### src/rtl/mc_control_unit_if.sv
// Control-unit <-> datapath/memory bundle: instruction fields and memory handshake in,
// datapath/memory/PC controls and debug status out.
interface mc_control_unit_if #(
   parameter int unsigned ALUOP_W = 3
);
   logic [5:0]         instr_op;
   logic [5:0]         instr_funct;
   logic               mem_ready;
   logic               pc_write;
   logic               pc_write_cond;
   logic [1:0]         pc_src;
   logic               ir_write;
   logic               i_or_d;
   logic               mem_read;
   logic               mem_write;
   logic [1:0]         mem_to_reg;
   logic [1:0]         reg_dst;
   logic               reg_write;
   logic               alu_src_a;
   logic [1:0]         alu_src_b;
   logic               imm_zext;
   logic [ALUOP_W-1:0] alu_op;
   logic               instr_done;
   logic               fault;
   logic [3:0]         state_o;

   modport master (
      input  instr_op, instr_funct, mem_ready,
      output pc_write, pc_write_cond, pc_src, ir_write, i_or_d, mem_read, mem_write,
             mem_to_reg, reg_dst, reg_write, alu_src_a, alu_src_b, imm_zext, alu_op,
             instr_done, fault, state_o
   );

   modport slave (
      output instr_op, instr_funct, mem_ready,
      input  pc_write, pc_write_cond, pc_src, ir_write, i_or_d, mem_read, mem_write,
             mem_to_reg, reg_dst, reg_write, alu_src_a, alu_src_b, imm_zext, alu_op,
             instr_done, fault, state_o
   );
endinterface

### src/rtl/mc_control_unit.sv
// Multi-cycle MIPS control FSM with memory wait states, timeout and illegal-op fault.
// Optional jal support is enabled by defining CU_JAL_EN.
module mc_control_unit #(
   parameter int unsigned ALUOP_W     = 3,
   parameter int unsigned TIMEOUT_CYC = 16,
   parameter int unsigned TMO_W       = 5
) (
   input logic               clk,
   input logic               rst,
   mc_control_unit_if.master ctrl_io
);

   typedef enum logic [3:0] {
      StIdle   = 4'd0,
      StFetch  = 4'd1,
      StDecode = 4'd2,
      StExecR  = 4'd3,
      StWbR    = 4'd4,
      StExecI  = 4'd5,
      StWbI    = 4'd6,
      StAddr   = 4'd7,
      StMemRd  = 4'd8,
      StWbLd   = 4'd9,
      StMemWr  = 4'd10,
      StBranch = 4'd11,
      StJr     = 4'd12,
      StJal    = 4'd13,
      StFault  = 4'd15
   } state_e;

   localparam logic [ALUOP_W-1:0] AluAnd = ALUOP_W'(3'b000);
   localparam logic [ALUOP_W-1:0] AluAdd = ALUOP_W'(3'b010);
   localparam logic [ALUOP_W-1:0] AluSub = ALUOP_W'(3'b110);
   localparam logic [ALUOP_W-1:0] AluSlt = ALUOP_W'(3'b111);
   localparam logic [ALUOP_W-1:0] AluNor = ALUOP_W'(3'b100);

   localparam logic [5:0] OpRtype = 6'b000000;
   localparam logic [5:0] OpAddi  = 6'b001000;
   localparam logic [5:0] OpAndi  = 6'b001100;
   localparam logic [5:0] OpLw    = 6'b100011;
   localparam logic [5:0] OpSw    = 6'b101011;
   localparam logic [5:0] OpBeq   = 6'b000100;
`ifdef CU_JAL_EN
   localparam logic [5:0] OpJal   = 6'b000011;
`endif
   localparam logic [5:0] FnAdd   = 6'b100000;
   localparam logic [5:0] FnAnd   = 6'b100100;
   localparam logic [5:0] FnNor   = 6'b100111;
   localparam logic [5:0] FnSlt   = 6'b101010;
   localparam logic [5:0] FnJr    = 6'b001000;

   state_e             state_q, state_d;
   logic [TMO_W-1:0]   cnt_q, cnt_d;
   logic               tmo_hit;
   logic [TMO_W-1:0]   cnt_inc;

   logic               pc_write, pc_write_cond, ir_write, i_or_d, mem_read, mem_write;
   logic               reg_write, alu_src_a, imm_zext, instr_done, fault;
   logic [1:0]         pc_src, mem_to_reg, reg_dst, alu_src_b;
   logic [ALUOP_W-1:0] alu_op;

   // Wait-cycle budget: the TIMEOUT_CYC-th consecutive not-ready cycle is the last one.
   assign tmo_hit = (TIMEOUT_CYC != 0) && (cnt_q == TMO_W'(TIMEOUT_CYC - 1));
   assign cnt_inc = (TIMEOUT_CYC != 0) ? cnt_q + TMO_W'(1) : cnt_q;

   always_ff @(posedge clk) begin
      if (rst) begin
         state_q <= StIdle;
         cnt_q   <= '0;
      end else begin
         state_q <= state_d;
         cnt_q   <= cnt_d;
      end
   end

   always_comb begin
      state_d       = state_q;
      cnt_d         = '0;
      pc_write      = 1'b0;
      pc_write_cond = 1'b0;
      pc_src        = 2'b00;
      ir_write      = 1'b0;
      i_or_d        = 1'b0;
      mem_read      = 1'b0;
      mem_write     = 1'b0;
      mem_to_reg    = 2'b00;
      reg_dst       = 2'b00;
      reg_write     = 1'b0;
      alu_src_a     = 1'b0;
      alu_src_b     = 2'b00;
      imm_zext      = 1'b0;
      alu_op        = AluAnd;
      instr_done    = 1'b0;
      fault         = 1'b0;

      unique case (state_q)
         StIdle: state_d = StFetch;

         StFetch: begin
            mem_read = 1'b1;
            if (ctrl_io.mem_ready) begin
               ir_write  = 1'b1;
               pc_write  = 1'b1;
               alu_src_b = 2'b01;
               alu_op    = AluAdd;
               state_d   = StDecode;
            end else if (tmo_hit) begin
               state_d = StFault;
            end else begin
               cnt_d = cnt_inc;
            end
         end

         StDecode: begin
            // Speculatively compute the branch target into ALUOut.
            alu_src_b = 2'b11;
            alu_op    = AluAdd;
            case (ctrl_io.instr_op)
               OpRtype: begin
                  case (ctrl_io.instr_funct)
                     FnAdd, FnAnd, FnNor, FnSlt: state_d = StExecR;
                     FnJr:                       state_d = StJr;
                     default:                    state_d = StFault;
                  endcase
               end
               OpAddi, OpAndi: state_d = StExecI;
               OpLw, OpSw:     state_d = StAddr;
               OpBeq:          state_d = StBranch;
`ifdef CU_JAL_EN
               OpJal:          state_d = StJal;
`endif
               default:        state_d = StFault;
            endcase
         end

         StExecR: begin
            alu_src_a = 1'b1;
            case (ctrl_io.instr_funct)
               FnAnd:   alu_op = AluAnd;
               FnNor:   alu_op = AluNor;
               FnSlt:   alu_op = AluSlt;
               default: alu_op = AluAdd;
            endcase
            state_d = StWbR;
         end

         StWbR: begin
            reg_dst    = 2'b01;
            reg_write  = 1'b1;
            instr_done = 1'b1;
            state_d    = StFetch;
         end

         StExecI: begin
            alu_src_a = 1'b1;
            alu_src_b = 2'b10;
            if (ctrl_io.instr_op == OpAndi) begin
               alu_op   = AluAnd;
               imm_zext = 1'b1;
            end else begin
               alu_op = AluAdd;
            end
            state_d = StWbI;
         end

         StWbI: begin
            reg_write  = 1'b1;
            instr_done = 1'b1;
            state_d    = StFetch;
         end

         StAddr: begin
            alu_src_a = 1'b1;
            alu_src_b = 2'b10;
            alu_op    = AluAdd;
            state_d   = (ctrl_io.instr_op == OpLw) ? StMemRd : StMemWr;
         end

         StMemRd: begin
            mem_read = 1'b1;
            i_or_d   = 1'b1;
            if (ctrl_io.mem_ready) begin
               state_d = StWbLd;
            end else if (tmo_hit) begin
               state_d = StFault;
            end else begin
               cnt_d = cnt_inc;
            end
         end

         StWbLd: begin
            mem_to_reg = 2'b01;
            reg_write  = 1'b1;
            instr_done = 1'b1;
            state_d    = StFetch;
         end

         StMemWr: begin
            mem_write = 1'b1;
            i_or_d    = 1'b1;
            if (ctrl_io.mem_ready) begin
               instr_done = 1'b1;
               state_d    = StFetch;
            end else if (tmo_hit) begin
               state_d = StFault;
            end else begin
               cnt_d = cnt_inc;
            end
         end

         StBranch: begin
            alu_src_a     = 1'b1;
            alu_op        = AluSub;
            pc_write_cond = 1'b1;
            pc_src        = 2'b01;
            instr_done    = 1'b1;
            state_d       = StFetch;
         end

         StJr: begin
            pc_write   = 1'b1;
            pc_src     = 2'b10;
            instr_done = 1'b1;
            state_d    = StFetch;
         end

`ifdef CU_JAL_EN
         StJal: begin
            reg_dst    = 2'b10;
            mem_to_reg = 2'b10;
            reg_write  = 1'b1;
            pc_write   = 1'b1;
            pc_src     = 2'b11;
            instr_done = 1'b1;
            state_d    = StFetch;
         end
`endif

         StFault: fault = 1'b1;

         default: state_d = StIdle;
      endcase
   end

   assign ctrl_io.pc_write      = pc_write;
   assign ctrl_io.pc_write_cond = pc_write_cond;
   assign ctrl_io.pc_src        = pc_src;
   assign ctrl_io.ir_write      = ir_write;
   assign ctrl_io.i_or_d        = i_or_d;
   assign ctrl_io.mem_read      = mem_read;
   assign ctrl_io.mem_write     = mem_write;
   assign ctrl_io.mem_to_reg    = mem_to_reg;
   assign ctrl_io.reg_dst       = reg_dst;
   assign ctrl_io.reg_write     = reg_write;
   assign ctrl_io.alu_src_a     = alu_src_a;
   assign ctrl_io.alu_src_b     = alu_src_b;
   assign ctrl_io.imm_zext      = imm_zext;
   assign ctrl_io.alu_op        = alu_op;
   assign ctrl_io.instr_done    = instr_done;
   assign ctrl_io.fault         = fault;
   assign ctrl_io.state_o       = state_q;

endmodule
### src/flat_wrapper.sv
// flat-port wrapper written by rule: the top's interface ports become plain ports
module mc_control_unit_flat 
#(
   parameter int unsigned ALUOP_W     = 3,
   parameter int unsigned TIMEOUT_CYC = 16,
   parameter int unsigned TMO_W       = 5
)
  (clk, rst, ctrl_io_instr_op, ctrl_io_instr_funct, ctrl_io_mem_ready, ctrl_io_pc_write, ctrl_io_pc_write_cond, ctrl_io_pc_src, ctrl_io_ir_write, ctrl_io_i_or_d, ctrl_io_mem_read, ctrl_io_mem_write, ctrl_io_mem_to_reg, ctrl_io_reg_dst, ctrl_io_reg_write, ctrl_io_alu_src_a, ctrl_io_alu_src_b, ctrl_io_imm_zext, ctrl_io_alu_op, ctrl_io_instr_done, ctrl_io_fault, ctrl_io_state_o);
  mc_control_unit_if #(.ALUOP_W(ALUOP_W)) ctrl_io_i ();
  input logic clk;
  input logic rst;
  input wire logic [$bits(ctrl_io_i.instr_op)-1:0] ctrl_io_instr_op;
  input wire logic [$bits(ctrl_io_i.instr_funct)-1:0] ctrl_io_instr_funct;
  input wire logic [$bits(ctrl_io_i.mem_ready)-1:0] ctrl_io_mem_ready;
  output wire logic [$bits(ctrl_io_i.pc_write)-1:0] ctrl_io_pc_write;
  output wire logic [$bits(ctrl_io_i.pc_write_cond)-1:0] ctrl_io_pc_write_cond;
  output wire logic [$bits(ctrl_io_i.pc_src)-1:0] ctrl_io_pc_src;
  output wire logic [$bits(ctrl_io_i.ir_write)-1:0] ctrl_io_ir_write;
  output wire logic [$bits(ctrl_io_i.i_or_d)-1:0] ctrl_io_i_or_d;
  output wire logic [$bits(ctrl_io_i.mem_read)-1:0] ctrl_io_mem_read;
  output wire logic [$bits(ctrl_io_i.mem_write)-1:0] ctrl_io_mem_write;
  output wire logic [$bits(ctrl_io_i.mem_to_reg)-1:0] ctrl_io_mem_to_reg;
  output wire logic [$bits(ctrl_io_i.reg_dst)-1:0] ctrl_io_reg_dst;
  output wire logic [$bits(ctrl_io_i.reg_write)-1:0] ctrl_io_reg_write;
  output wire logic [$bits(ctrl_io_i.alu_src_a)-1:0] ctrl_io_alu_src_a;
  output wire logic [$bits(ctrl_io_i.alu_src_b)-1:0] ctrl_io_alu_src_b;
  output wire logic [$bits(ctrl_io_i.imm_zext)-1:0] ctrl_io_imm_zext;
  output wire logic [$bits(ctrl_io_i.alu_op)-1:0] ctrl_io_alu_op;
  output wire logic [$bits(ctrl_io_i.instr_done)-1:0] ctrl_io_instr_done;
  output wire logic [$bits(ctrl_io_i.fault)-1:0] ctrl_io_fault;
  output wire logic [$bits(ctrl_io_i.state_o)-1:0] ctrl_io_state_o;
  assign ctrl_io_i.instr_op = ctrl_io_instr_op;
  assign ctrl_io_i.instr_funct = ctrl_io_instr_funct;
  assign ctrl_io_i.mem_ready = ctrl_io_mem_ready;
  assign ctrl_io_pc_write = ctrl_io_i.pc_write;
  assign ctrl_io_pc_write_cond = ctrl_io_i.pc_write_cond;
  assign ctrl_io_pc_src = ctrl_io_i.pc_src;
  assign ctrl_io_ir_write = ctrl_io_i.ir_write;
  assign ctrl_io_i_or_d = ctrl_io_i.i_or_d;
  assign ctrl_io_mem_read = ctrl_io_i.mem_read;
  assign ctrl_io_mem_write = ctrl_io_i.mem_write;
  assign ctrl_io_mem_to_reg = ctrl_io_i.mem_to_reg;
  assign ctrl_io_reg_dst = ctrl_io_i.reg_dst;
  assign ctrl_io_reg_write = ctrl_io_i.reg_write;
  assign ctrl_io_alu_src_a = ctrl_io_i.alu_src_a;
  assign ctrl_io_alu_src_b = ctrl_io_i.alu_src_b;
  assign ctrl_io_imm_zext = ctrl_io_i.imm_zext;
  assign ctrl_io_alu_op = ctrl_io_i.alu_op;
  assign ctrl_io_instr_done = ctrl_io_i.instr_done;
  assign ctrl_io_fault = ctrl_io_i.fault;
  assign ctrl_io_state_o = ctrl_io_i.state_o;
  mc_control_unit #(.ALUOP_W(ALUOP_W), .TIMEOUT_CYC(TIMEOUT_CYC), .TMO_W(TMO_W)) u_core (.clk(clk), .rst(rst), .ctrl_io(ctrl_io_i));
endmodule
### config.mk
export PLATFORM = sky130hd
export DESIGN_NAME = mc_control_unit_flat
export DESIGN_NICKNAME = d
export VERILOG_FILES = /design/src/rtl/mc_control_unit_if.sv /design/src/rtl/mc_control_unit.sv /design/src/flat_wrapper.sv
export SDC_FILE = /design/constraint.sdc
export NUM_CORES = 1
export LEC_CHECK = 0
export ABC_AREA = 1
export CAP_MARGIN = 20
export CORE_MARGIN = 3
export CORE_UTILIZATION = 44
export DETAILED_ROUTE_END_ITERATION = 8
export GPL_TIMING_DRIVEN = 0
export PLACE_DENSITY_LB_ADDON = 0.2
export SYNTH_ARGS = -nofsm -noshare
export SYNTH_HDL_FRONTEND = slang
export SYNTH_SLANG_ARGS = --single-unit
export TNS_END_PERCENT = 100
### constraint.sdc
create_clock -name clk -period 3.2 [get_ports clk]
set_input_delay 0.8 -clock clk [delete_from_list [all_inputs] [get_ports clk]]
set_output_delay 0.8 -clock clk [all_outputs]
set_load 0.01 [all_outputs]
After elaboration in Yosys (flattened, before gate mapping)
Cells that the tools add are included.
Widths: inputs -> output; s select.

operators by class
  bitwise operators = 1
  equality and inequality tests = 24
  mux-type cells = 30
  add/subtract/negate cells = 1
  reduce and logical (&&, ||, !) cells = 15

operators by type and width
  operator             number
  $eq 6x6->1 const B   6
  $pmux 4 s9           1
  $eq 4x4->1 const B   6
  $eq 6x4->1 const B   3
  $eq 4x3->1 const B   4
  $mux 4               4
  $pmux 4 s4           1
  $pmux 3 s5           1
  $mux 1               14
  $reduce_or 2->1      6
  $reduce_or 4->1      3
  $pmux 3 s3           1
  $eq 4x2->1 const B   2
  $pmux 4 s2           1
  $eq 6x3->1 const B   1
  $logic_not 6->1      1
  $mux 2               3
  $pmux 2 s3           1
  $reduce_or 3->1      2
  $reduce_or 6->1      1
  $add 5x1->5 const B  1
  $eq 5x4->1 const B   1
  $reduce_or 5->1      1
  $eq 4x1->1 const B   1
  other kinds (4)      5

word-level totals
  output and inout bits = 26
  bits of input ports = 15
  register bits after elaboration = 9

Logic depth before layout (Yosys ltp)
  depth in word-level cells = 5
  mapped depth = 12
  gate-level depth less buffers = 12

Least setup slack after synthesis
Ideal clock, no wire load.

  path kind = in2out
  start point = input port ctrl_io_instr_funct[5]
  end point = output port ctrl_io_alu_op[2]
  stages on the path = 6
  required time = 2400 ps
  arrival = 1452 ps
  path slack = 948 ps
  buffers on the path = 0
  cells stage by stage = inv_1 > nor2_1 > nand3_1 > nand2_1 > inv_1 > o21ai_0

between the ends
  word-level cells in the longest chain between the ends = 3
  elaborated cells on any way between the ends = 5
  classes of those cells = eq/ne (3); mux (2)

RTL lines
  item          line                    RTL
  from (decl)   flat_wrapper.sv:13      input wire logic [$bits(ctrl_io_i.instr_funct)-1:0] ctrl_io_instr_funct;
  $eq 6x6->1    mc_control_unit.sv:138  case (ctrl_io.instr_funct)
  $pmux 3 s3 *  mc_control_unit.sv:138
  $pmux 3 s5 *  mc_control_unit.sv:96   unique case (state_q)
  to (decl)     flat_wrapper.sv:28      output wire logic [$bits(ctrl_io_i.alu_op)-1:0] ctrl_io_alu_op;

Mark *: on every way between the ends. The rest lies on a longest branch, timed or not.

Worst setup path after layout
  start point = input port ctrl_io_instr_op[4]
  end point = output port ctrl_io_imm_zext

between the ends
  word-level cells in the longest chain between the ends = 3

RTL lines
  item         line                    RTL
  from (decl)  flat_wrapper.sv:12      input wire logic [$bits(ctrl_io_i.instr_op)-1:0] ctrl_io_instr_op;
  $eq 6x4->1   mc_control_unit.sv:157  if (ctrl_io.instr_op == OpAndi) begin
  $mux 1       mc_control_unit.sv:157
  $mux 1       mc_control_unit.sv:96
  to (decl)    flat_wrapper.sv:27      output wire logic [$bits(ctrl_io_i.imm_zext)-1:0] ctrl_io_imm_zext;

Every way passes these cells.

==> metrics.log <==
[metrics] Iter 0 DRT Violations: 21
[metrics] global-route usage over all layers: 19.1%
[metrics] Area Overhead vs Synth: 50.8%
[metrics] Static Leak: 0.673 nW
[metrics] Post-Synthesis Cells: 157
[metrics] reg2reg setup slack: 1.54 ns
[metrics] status: complete, no violations
[metrics] met2 wire len: 1.23 mm
[metrics] deepest clock path buffer count: 2
[metrics] achievable clock frequency: 320 MHz
[metrics] share of synthesized registers carrying an async set or reset: 0%
[metrics] residual DRC count: 0
[metrics] total wirelength of the detailed-routed design: 2.38 mm
[metrics] overall die height: between 50 and 60 µm
[metrics] cells taking the most area after synthesis: dfxtp_1 (20%), nand2_1 (14%), inv_1 (12%), nor2_1 (12%), nand3_1 (7.8%)
[metrics] worst vdd rail ir drop: approximately 0.32 mV
[metrics] half-perimeter wire length after detailed placement: between 2 and 2.5 mm
[metrics] Avg Cell Area, Syn: roughly 5.7 µm²
[metrics] Sink Count: 9
[metrics] CP Max Fanout: 5
[metrics] final setup violation count: 0
[metrics] kind of critical path: input port to primary output
[metrics] cell area after synthesis: 895 µm²
[metrics] antenna violations before repair: 0
[metrics] commonest register cell after synthesis: dfxtp_1
[metrics] fraction of final layout cells sized beyond drive strength 1: 14.0%
[metrics] detailed-route via count: 1085
[metrics] max-capacitance violation count: 0
[metrics] Die W: roughly 51 µm
[metrics] Max H-tree Level: 1
[metrics] PwrDens: roughly 560 nW/µm²
[metrics] Cell variety after synth: 28
[metrics] element type at the critical path end: primary output
[metrics] final number of max-transition violations: 0
[metrics] number of iterations in the first detailed-routing pass: 4
[metrics] Seq/Total Area, Yosys: 20.1%
[metrics] cell types with the highest counts after synthesis: nand2_1 (34), inv_1 (29), nor2_1 (29)
[metrics] count of warnings emitted by yosys: 0
[metrics] Placer Congestion: between 0.8 and 0.9
[metrics] standard-cell rows: 15
[metrics] post-detailed-route via-to-cell ratio: about 4.8
[metrics] starting density of the core: 49.1%
[metrics] endpoint required time on the critical path: between 2 and 2.5 ns
[metrics] maximum number of pins on one net before global-route repair: 9
[metrics] number of enable flip-flop cells after synthesis: 0
[metrics] residual antenna-violating net count after detailed routing: 0
[metrics] clock tree from TritonCTS: built
[metrics] Synth Register Bits: 9
[metrics] clock transition time at the flip-flop clock pins of the worst setup and hold paths: roughly 0.060 ns
[metrics] post-synth top area cell: dfxtp_1
[metrics] dominant cell type by count on the critical path: clkdlybuf4s50_1
[metrics] placed instance area: 1310 µm²
[metrics] arrival time at the worst endpoint: 2.32 ns
[metrics] antenna fix cells: 0
[metrics] Post-layout nets: between 200 and 250
[metrics] later-pin clock latency in the skew report: 0.26 ns
[metrics] area of the core: 1820 µm²
[metrics] wire length on met1: 975 µm
[metrics] count of buffers inserted at the top-level ports: 38
[metrics] die area: 2610 µm²
[metrics] post-placement setup slack: -0.0787 ns
[metrics] top routing layer in use: met4
[metrics] met3 WL: 152 µm
[metrics] number of buffers added to fix hold violations after cts: 0
[metrics] total CTS buffers: 3
[metrics] crit start category: input port
[metrics] Final Hold Fails: 0
[metrics] global-route wire length before repair: 3.82 mm
[metrics] most common cell in the netlist: nand2_1
[metrics] CP max stage delay: around 0.56 ns
[metrics] worst setup margin: about 0.079 ns
[metrics] Worst Skew: approximately 0.00029 ns
[metrics] post-detailed-route wirelength per cell: 10.6 µm
[metrics] total setup buffers inserted after CTS: 0
[metrics] number of fillers in the final layout: 159
[metrics] area fraction of the dominant cell type after synthesis: 20.1%
[metrics] I/O pin count: 41
[metrics] min Tclk post-route: approximately 3.1 ns
[metrics] series of cell instances along the critical path: clkdlybuf4s50_1 -> nor2_2 -> nand3_2 -> nor3_1 -> clkdlybuf4s50_1
[metrics] library cell contributing the largest single delay on the critical path: clkdlybuf4s50_1
[metrics] Placed Instances: 221
[metrics] post-route fraction of the period consumed by the critical path: 97.5%
[metrics] clock root buffer: clkbuf_4
[metrics] worst hold path class: flip-flop to flip-flop
[metrics] vias in the first global route: 984
[metrics] setup TNS after final layout: 0 ns
[metrics] leftover overflow at the end of global routing: 0
[metrics] Design Area, Final: 1350 µm²
[metrics] Non-Filler Instances: 225
-- per-layer routing --
| metal | vias up | track usage, % |
|---|---|---|
| met1 | 473 | 19.7 |
| met2 | 36 | 36.5 |
| li1 | 571 | - |
| met3 | 5 | 5.54 |
| met4 | 0 | 5.38 |
| met5 | - | 0 |
-- final cells by class --
| type | instances | area (µm²) | area share, % |
|---|---|---|---|
| Tap cell | 25 | 31.3 | 2.32 |
| Timing Repair Buffer | 38 | 378 | 28.0 |
| Buffer | 3 | 22.5 | 1.67 |
| Multi-Input combinational cell | 113 | 587 | 43.5 |
| Clock buffer | 4 | 26.3 | 1.95 |
| Inverter | 33 | 124 | 9.18 |
| Sequential cell | 9 | 180 | 13.4 |
-- flip-flops by register name (all words and copies together), names as in the netlist --
name                    cells
u_core.ctrl_io.state_o      4
u_core.cnt_q                5
-- cell usage in the layout, fill, tap and decap left out, drive strengths merged, types with 4 or more instances in the layout --
master         Yosys  final
clkdlybuf4s50      0     36
nand3             16     16
nor2              33     33
inv               33     33
o211ai             4      4
o21ai              6      6
nand2             38     38
clkbuf             0      4
dfxtp              9      9
-- stage by stage --
stage | total power, mW | utilization (%) | hold WS (ns)
5_1_grt | 0.824 | 74.1 | 0.479
3_5_place_dp | 0.680 | 72.0 | 0.443
2_1_floorplan | 0.456 | - | 0.418
6_report | 0.759 | 74.1 | 0.451
3_3_place_gp | 0.674 | 72.0 | 0.434
4_1_cts | 0.760 | 73.4 | 0.452
-- kinds of logic after synthesis --
family	Yosys count	synth area share [%]
AO/OA/AOI/OAI	13	9.65
XOR/XNOR	1	0.979
adder cells (fa/ha/maj)	2	2.80
buffers and inverters	36	16.4
flip-flops	9	20.1
other	1	0.419
AND/OR/NAND/NOR	95	49.7
-- path summary, 6_finish.rpt --
path / startpoint / endpoint / cells after the start
worst max register to register: u_core.cnt_q[0]$_SDFF_PP0_ / u_core.ctrl_io.state_o[1]$_SDFFE_PP0N_ / 10
worst max-delay path: ctrl_io_instr_op[4] / ctrl_io_imm_zext / 5
worst min-delay path: u_core.cnt_q[0]$_SDFF_PP0_ / u_core.cnt_q[0]$_SDFF_PP0_ / 1
worst min register to register: u_core.cnt_q[0]$_SDFF_PP0_ / u_core.cnt_q[0]$_SDFF_PP0_ / 1
-- timing repair --
action	4_1_cts	5_1_grt
endpoints found under the setup margin	2	3
endpoints found under the hold margin	0	0
gates resized for setup	3	4
-- critical path, delay by kind of cell --
kind / cells / cell delay, ns
buf+inv: 2 / 1.02
simple gates: 3 / 0.49
-- power breakdown --
part | switching, mW | internal, mW
Clock | 0.0390 | 0.0480
Sequential | 0.0432 | 0.134
Combinational | 0.265 | 0.231
(Power assumes the default switching activity.)
